**config.mk**
```make
export PLATFORM = sky130hd
export DESIGN_NAME = run_length_monitor
export DESIGN_NICKNAME = d
export VERILOG_FILES = /design/src/rtl/feedback_stream_pkg.sv /design/src/rtl/run_fifo.sv /design/src/rtl/run_length_monitor.sv
export SDC_FILE = /design/constraint.sdc
export NUM_CORES = 1
export LEC_CHECK = 0
export ABC_AREA = 1
export CAP_MARGIN = 10
export CORE_ASPECT_RATIO = 0.8
export CORE_MARGIN = 2
export CORE_UTILIZATION = 40
export CTS_CLUSTER_DIAMETER = 80
export CTS_CLUSTER_SIZE = 24
export DETAILED_ROUTE_END_ITERATION = 8
export GPL_TIMING_DRIVEN = 0
export PLACE_DENSITY_LB_ADDON = 0.1
export SKIP_LAST_GASP = 1
export SYNTH_ARGS = -nofsm -noshare
export SYNTH_HDL_FRONTEND = slang
export SYNTH_SLANG_ARGS = --single-unit
```
**constraint.sdc**
```tcl
create_clock -name clk -period 2.9 [get_ports clk]
set_input_delay 0.29 -clock clk [delete_from_list [all_inputs] [get_ports clk]]
set_output_delay 0.29 -clock clk [all_outputs]
set_load 0.01 [all_outputs]
```
**src/rtl/feedback_stream_pkg.sv**
```systemverilog
// Shared types for the run-length monitor that compresses the feedback NAND arrow output stream.
package feedback_stream_pkg;

   localparam int DEFAULT_LEN_W = 8;

   typedef enum logic {
      IDLE = 1'b0,
      RUN  = 1'b1
   } run_state_e;

   typedef struct packed {
      logic                     value;
      logic [DEFAULT_LEN_W-1:0] length;
   } run_record_t;

endpackage

```
**src/rtl/run_fifo.sv**
```systemverilog
// Small synchronous FIFO with a registered head entry; pointers carry an extra wrap bit.
module run_fifo #(
   parameter int DEPTH = 2,
   parameter int WIDTH = 9
) (
   input  logic             clk,
   input  logic             rst,
   input  logic             push,
   input  logic [WIDTH-1:0] push_data,
   input  logic             pop,
   output logic             full,
   output logic             empty,
   output logic [WIDTH-1:0] head
);

   localparam int AW = $clog2(DEPTH);

   logic [WIDTH-1:0] mem [DEPTH];
   logic [AW:0]      wr_ptr_reg;
   logic [AW:0]      rd_ptr_reg;
   logic [AW:0]      wr_ptr_next;
   logic [AW:0]      rd_ptr_next;
   logic [WIDTH-1:0] head_reg;
   logic [WIDTH-1:0] head_next;
   logic             push_ok;
   logic             pop_ok;

   assign empty   = (wr_ptr_reg == rd_ptr_reg);
   assign full    = (wr_ptr_reg[AW] != rd_ptr_reg[AW]) &&
                    (wr_ptr_reg[AW-1:0] == rd_ptr_reg[AW-1:0]);
   assign pop_ok  = pop & ~empty;
   // A full FIFO still accepts a push when the head leaves on the same edge.
   assign push_ok = push & (~full | pop_ok);
   assign head    = head_reg;

   assign wr_ptr_next = wr_ptr_reg + {{AW{1'b0}}, push_ok};
   assign rd_ptr_next = rd_ptr_reg + {{AW{1'b0}}, pop_ok};

   // The next head is either the entry being written this edge or one already stored.
   always_comb begin
      head_next = head_reg;
      if (rd_ptr_next != wr_ptr_next) begin
         if (rd_ptr_next == wr_ptr_reg)
            head_next = push_data;
         else
            head_next = mem[rd_ptr_next[AW-1:0]];
      end
   end

   always_ff @(posedge clk) begin
      if (push_ok)
         mem[wr_ptr_reg[AW-1:0]] <= push_data;
   end

   always_ff @(posedge clk or posedge rst) begin
      if (rst) begin
         wr_ptr_reg <= '0;
         rd_ptr_reg <= '0;
         head_reg   <= '0;
      end else begin
         wr_ptr_reg <= wr_ptr_next;
         rd_ptr_reg <= rd_ptr_next;
         head_reg   <= head_next;
      end
   end

endmodule

```
**src/rtl/run_length_monitor.sv**
```systemverilog
// Compresses a 1-bit stream into (value, length) run records and offers them on a valid/ready port.
module run_length_monitor
   import feedback_stream_pkg::*;
#(
   parameter int LEN_W = DEFAULT_LEN_W,
   parameter int DEPTH = 2
) (
   input  logic             clk,
   input  logic             rst,
   input  logic             input1,
   input  logic             flush,
   output logic             run_value,
   output logic [LEN_W-1:0] run_length,
   output logic             run_valid,
   input  logic             run_ready,
   output logic             overflow
);

   localparam logic [LEN_W-1:0] MAX_LEN = '1;

   run_state_e       state_reg;
   logic             cur_value_reg;
   logic [LEN_W-1:0] cur_len_reg;
   logic             overflow_reg;
   logic             close_run;
   logic             push;
   logic             pop;
   logic             fifo_full;
   logic             fifo_empty;
   logic [LEN_W:0]   fifo_head;

   // Saturation closes the run so the counter never wraps to a zero-length record.
   assign close_run = flush | (input1 != cur_value_reg) | (cur_len_reg == MAX_LEN);
   assign push      = (state_reg == RUN) & close_run;
   assign run_valid = ~fifo_empty;
   assign pop       = run_valid & run_ready;

   always_ff @(posedge clk or posedge rst) begin
      if (rst) begin
         state_reg     <= IDLE;
         cur_value_reg <= 1'b0;
         cur_len_reg   <= '0;
         overflow_reg  <= 1'b0;
      end else begin
         case (state_reg)
            IDLE: begin
               state_reg     <= RUN;
               cur_value_reg <= input1;
               cur_len_reg   <= {{(LEN_W-1){1'b0}}, 1'b1};
            end
            RUN: begin
               if (close_run) begin
                  cur_value_reg <= input1;
                  cur_len_reg   <= {{(LEN_W-1){1'b0}}, 1'b1};
               end else begin
                  cur_len_reg   <= cur_len_reg + {{(LEN_W-1){1'b0}}, 1'b1};
               end
            end
            default: state_reg <= IDLE;
         endcase
         if (push & fifo_full & ~pop)
            overflow_reg <= 1'b1;
      end
   end

   run_fifo #(
      .DEPTH (DEPTH),
      .WIDTH (LEN_W + 1)
   ) u_fifo (
      .clk       (clk),
      .rst       (rst),
      .push      (push),
      .push_data ({cur_value_reg, cur_len_reg}),
      .pop       (pop),
      .full      (fifo_full),
      .empty     (fifo_empty),
      .head      (fifo_head)
   );

   assign run_value  = fifo_head[LEN_W];
   assign run_length = fifo_head[LEN_W-1:0];
   assign overflow   = overflow_reg;

endmodule
```
Word-level counts from Yosys, hierarchy flattened
Memory sizes are Yosys's and may differ from the RTL's.
Cells that the tools add are included.
Word-level totals
  bits in writable memories: 18
  bits of input ports: 5
  memories kept: 1
  output and inout bits: 11
  register bits after elaboration: 24
Memories
  u_fifo.mem: depth 2, width 9, read ports 1, clocked after Yosys merged registers in 0, write ports 1, RTL line run_fifo.sv:18  | logic [WIDTH-1:0] mem [DEPTH];
Operators by class
  add/sub/neg operators: 3
  reduce and logical (&&, ||, !) cells: 1
  equal/unequal tests: 8
  bitwise gates (word level): 13
  muxes and demuxes: 7
Operators by type and width (number)
  case mux 8 bit (2 select lines): 1
  two-way mux 9 bit: 1
  adder 8 x 1 -> 8 bit, second input constant: 1
  equality test 8 bit, second input constant: 1
  two-way mux 8 bit: 1
  bitwise AND 1 bit: 6
  adder 2 x 1 -> 2 bit: 2
  equality test 2 bit: 2
  NOT 1 bit: 4
  two-way mux 1 bit: 3
  bitwise OR 1 bit: 3
  inequality test 1 bit: 2
  inequality test 2 x 1 -> 1 bit, second input constant: 1
  inequality test 2 bit: 1
  case mux 1 bit (2 select lines): 1
  equality test 1 bit: 1
  logical AND 1 bit: 1

Logic depth before layout (Yosys ltp)
  word-level depth: 8
  depth in mapped cells: 17

Hierarchy
Synthesis repeated with hierarchy kept, for this count alone.
Unflattened totals
  cell total of the unflattened synthesis: 213
  area, all modules: 2039.5 sq um
Modules (own cells, without submodules)
  run_fifo: instances 1, area an instance 1471.4 sq um, cells an instance 140
  run_length_monitor: instances 1, area an instance 568.0 sq um, cells an instance 73

Worst setup path before layout
Ideal clock, no wire load.
  path kind: register -> register
  from: reg cur_len_reg[0]
  to: reg u_fifo.head_reg[0], in the netlist u_fifo.head[0]
  cell stages (with the launch flop): 18
  setup slack: 0.538 ns
  setup time: 0.118 ns
  path buffers: 1
  period minus slack after synthesis: 2.362 ns
  data arrival time: 2.244 ns
  path through: dfrtp_1 > ha_1 > nand2_1 > nor2_1 > nand2_1 > nand2_1 > nand2_1 > nor2_1 > ha_1 > inv_1 > nand2_1 > nand2_1 > inv_1 > nand2_1 > and2_1 > buf_4 > nand3_1 > nand2_1
On the way
  longest elaborated chain between the ends: 6
RTL lines
  start: declaration: RTL line run_length_monitor.sv:23  | logic [LEN_W-1:0] cur_len_reg;
  start signal: assignment: RTL line run_length_monitor.sv:49  | cur_len_reg <= {{(LEN_W-1){1'b0}}, 1'b1};
  start signal: assignment: RTL line run_length_monitor.sv:54  | cur_len_reg <= {{(LEN_W-1){1'b0}}, 1'b1};
  start signal: assignment: RTL line run_length_monitor.sv:56  | cur_len_reg <= cur_len_reg + {{(LEN_W-1){1'b0}}, 1'b1};
  equality test 8 bit: RTL line run_length_monitor.sv:33  | assign close_run = flush | (input1 != cur_value_reg) | (cur_len_reg == MAX_LEN);
  bitwise OR 1 bit: RTL line run_length_monitor.sv:33
  bitwise AND 1 bit: RTL line run_length_monitor.sv:34  | assign push = (state_reg == RUN) & close_run;
  bitwise AND 1 bit: RTL line run_fifo.sv:33  | assign push_ok = push & (~full | pop_ok);
  adder 2 x 1 -> 2 bit: RTL line run_fifo.sv:36  | assign wr_ptr_next = wr_ptr_reg + {{AW{1'b0}}, push_ok};
  net u_fifo.wr_ptr_next[1]: RTL line run_fifo.sv:21  | logic [AW:0] wr_ptr_next;
  inequality test 2 bit: RTL line run_fifo.sv:42  | if (rd_ptr_next != wr_ptr_next) begin
  end signal: assignment: RTL line run_fifo.sv:63  | head_reg <= head_next;
  end: declaration: RTL line run_fifo.sv:23  | logic [WIDTH-1:0] head_reg;
The timed path passes the listed nets, and every way through them passes these cells.
A chain may end at the register's enable or synchronous reset.

Worst setup path in the final report
  from: reg cur_len_reg[0]
  to: reg u_fifo.head_reg[0], in the netlist u_fifo.head[0]
On the way
  longest elaborated chain between the ends: 6
RTL lines (RTL line)
  equality test 8 bit: run_length_monitor.sv:33
  bitwise OR 1 bit: run_length_monitor.sv:33
  bitwise AND 1 bit: run_length_monitor.sv:34
  bitwise AND 1 bit: run_fifo.sv:33
  adder 2 x 1 -> 2 bit: run_fifo.sv:36
  inequality test 2 bit: run_fifo.sv:42
Parallel ways exist; a longest one is shown, timed or not.

==> summary.txt <==
Global routing
  • Largest net degree at the start of global routing: 25
  • Tot GR Track Use: 0.153
  • Vias in the first global route: between 1k and 1.5k
  • Initial antenna violation count: 0
  • First-pass GRT wire length: just over 6000 um
  • Overflow after GRT: 0

Power and ir drop
  • PD cells: 1240 nW/um^2
  • Maximum vdd ir drop: 0.630 mV
  • Switch share: 0.426
  • Switching power: roughly 1.2 mW
  • Overall Power: approximately 2.8 mW
  • Comb pwr share: 0.551
  • Leak: about 1.0 nW
  • Internal: 1.63 mW
  • Clock share of power: 0.134
  • Flop pwr share: 0.315

Timing
  • Part of the cycle the worst path needs: 0.907
  • Rel. slew slack: 0.395
  • Slack of the critical path: approximately 0.27 ns
  • Final setup vio count: 0
  • Final setup TNS: 0 ns
  • RSZ-0062 raised after global routing: no
  • Final Max Slew Viols: 0
  • Final Skew: approximately 0.0059 ns
  • Fmax: about 380 MHz
  • Hold Fails Final Rpt: 0
  • Worst-Margin Slew: just over 0.9 ns
  • Tmin final: roughly 2.6 ns

Cells and area
  • P&R area growth vs syn: 16.9%
  • Most frequent cells in the layout: nand2_1 (42), nand3_1 (34), inv_1 (24), dfrtp_1 (24), edfxtp_1 (18)
  • Most common cell after layout, fill and taps aside: nand2_1
  • Max FFs per register: 18
  • Fin area: roughly 2300 um^2
  • Diodes inserted: 0
  • Fillers: approximately 420
  • Layout net count: approximately 220
  • Layout Cells excl Fill: 274
  • Fraction of layout cells with a size suffix above 1: 0.0748

Place
  • Post-placement cell area: between 2000 and 2500 um^2
  • Dpl cells: around 270
  • GPL Wtd Cong: about 0.76
  • Pre-CTS WS: 0.114 ns
  • IO Port Bufs: 15
  • HPWL Detailed: around 2600 um

Clocking
  • Clk_lat worst skew: between 0.2 and 0.3 ns
  • Clock Path Buffers: 2
  • CTS Buf Count: 5
  • CTS tree: yes
  • Clock sinks: 42
  • CTS HTree Levels: 2
  • Post-CTS Repair Setup Buffers: 0
  • Root buffer cell: clkbuf_8
  • CTS clk-pin slew, worst paths: ~0.080 ns

Drt
  • Vias/cell: around 4.9
  • WL/cell: 12.9 um
  • Post-route ant nets: 0
  • Via count of the routed design: 1,346
  • Initial DRT Pass Iterations: 4
  • # DRC: 0
  • Final WL: between 3000 and 4000 um
  • Initial DRC count: 100

Worst setup path
  • R2R depth: 12
  • R2R Path Start: cur_len_reg[0]
  • Slowest cell on the critical path: dfrtp_1
  • Count of buffer and inverter cells on the critical path: 0
  • Crit-path most repeated cell: nand2_1
  • Critical path, cell by cell: ha_1 > nand2_1 > nor2_1 > nand2_1 > nand2_1 > nand2_1 > nor2_1 > ha_1 > xor2_4 > nand3_4 > nand3_1 > nand2_1
  • CP Capture Type: register
  • RR Endpoint: u_fifo.head[0]
  • Worst path arrival time: ~2.8 ns
  • Critical path required time: 3.08 ns
  • CP max FO: 10
  • Largest delay contributor family on the critical path: simple AND/OR/NAND/NOR gates
  • Critical setup path kind: reg -> reg
  • R2R setup slack: ~0.27 ns
  • CP max stage delay: around 0.44 ns
  • Crit start category: register

Min path
  • HP Class: reg -> reg
  • Hold Path Sink: overflow
  • Hold Crit Start: overflow
  • Hold path depth: 2

Floorplanning
  • Site Rows: 22
  • Ports: 16
  • Starting Density: 0.420
  • Die Span Y: 66.5 um
  • Core area: around 4700 um^2
  • Die area: approximately 5500 um^2
  • Die width: just over 80 um

Synth
  • Primary FF master, synth: dfrtp_1
  • Syn_area_per_cell: around 10 um^2
  • Post-synthesis sequential area ratio: 0.585
  • YS warnings: 0
  • #FFs+latches synth: 42
  • Syn_nets: 200
  • EDFF count, synth: 18
  • Synthesized area: 1950 um^2
  • Asr flop ratio synth: 0.571
  • Yosys cell types: 23
  • Cell count after synthesis: about 190

Status
  • Outcome: complete, no violations

Flow run
  • Max Cap Viol: 0
[cell type report]
type | count | area (um^2) | share of cell area
buffer | 3 | 22.5 | 0.00987
inverter | 26 | 97.6 | 0.0428
multi-input combinational | 120 | 703 | 0.308
timing repair buffer | 15 | 150 | 0.0658
clock buffer | 7 | 86.3 | 0.0378
clock inverter | 1 | 5.00 | 0.00219
tap | 60 | 75.1 | 0.0329
sequential | 42 | 1140 | 0.500
[stage by stage]
stage | hold slack, ns | util
finish | 0.479 | 0.490
floorplan | 0.305 | -
global route | 0.543 | 0.490
detailed placement | 0.461 | 0.468
global placement | 0.452 | 0.468
CTS | 0.480 | 0.488
[worst register-to-register path: stages (launching register included)]
cell and delay [ns]:
dfrtp_1 0.44, ha_1 0.20, nand2_1 0.07, nor2_1 0.18
nand2_1 0.15, nand2_1 0.11, nand2_1 0.05, nor2_1 0.20
ha_1 0.37, xor2_4 0.35, nand3_4 0.18, nand3_1 0.15
nand2_1 0.06
[what timing repair did]
item | CTS | global route
hold buffers | 0 | 0
endpoints found under the setup margin | 0 | 9
resized for setup | 0 | 2
[power groups by stage]
stage               registers (mW)  logic [mW]  clock network (mW)
floorplan                    0.914        1.11                   0
global placement             0.889        1.52                   0
detailed placement           0.901        1.56                   0
CTS                          0.888        1.56               0.392
global route                 0.910        1.76               0.422
finish                       0.891        1.56               0.379
[routing by layer]
| layer | vias up | track usage | routed length (um) |
|---|---|---|---|
| li1 | 670 | - | - |
| met2 | 52 | 0.232 | 1520 |
| met5 | - | 0 | 0 |
| met3 | 11 | 0.0393 | 173 |
| met4 | 0 | 0.0708 | 76 |
| met1 | 613 | 0.206 | 1770 |
[cell families (layout without fill, tap and decap cells)]
kind of cell / Yosys count / in the layout / share of synthesized area
muxes: 9 / 9 / 0.0462
and+or+nand+nor: 96 / 96 / 0.224
xor gates and xnor gates: 8 / 8 / 0.0494
DFF: 42 / 42 / 0.585
buffers and inverters: 29 / 52 / 0.0615
other: 1 / 1 / 0.00192
adders and majority gates: 4 / 4 / 0.0256
AOI/OAI and AO/OA: 2 / 2 / 0.00705
[synth_stat cells (2+ instances only)]
master | n | share of area
nand2_1 | 42 | 0.081
nand3_1 | 34 | 0.087
dfrtp_1 | 24 | 0.31
inv_1 | 24 | 0.046
edfxtp_1 | 18 | 0.28
nor2_1 | 11 | 0.021
mux2i_1 | 9 | 0.046
xor2_1 | 6 | 0.027
ha_1 | 4 | 0.026
nand4_1 | 3 | 0.0096
nor3_1 | 3 | 0.0077
inv_2 | 2 | 0.0038
[worst max-delay path by stage]
stage              startpoint        endpoint  slack, ns  depth (start not counted)
3_5_place_dp   cur_len_reg[0]  u_fifo.head[3]       0.11                         17
6_report       cur_len_reg[0]  u_fifo.head[0]       0.27                         12
3_3_place_gp   cur_len_reg[0]  u_fifo.head[6]       0.17                         17
4_1_cts        cur_len_reg[1]  u_fifo.head[3]       0.09                         17
2_1_floorplan  cur_len_reg[0]  u_fifo.head[0]       0.54                         17
5_1_grt        cur_len_reg[0]  u_fifo.head[0]       0.02                         12
Note: power is estimated with default switching activity, not from simulation.
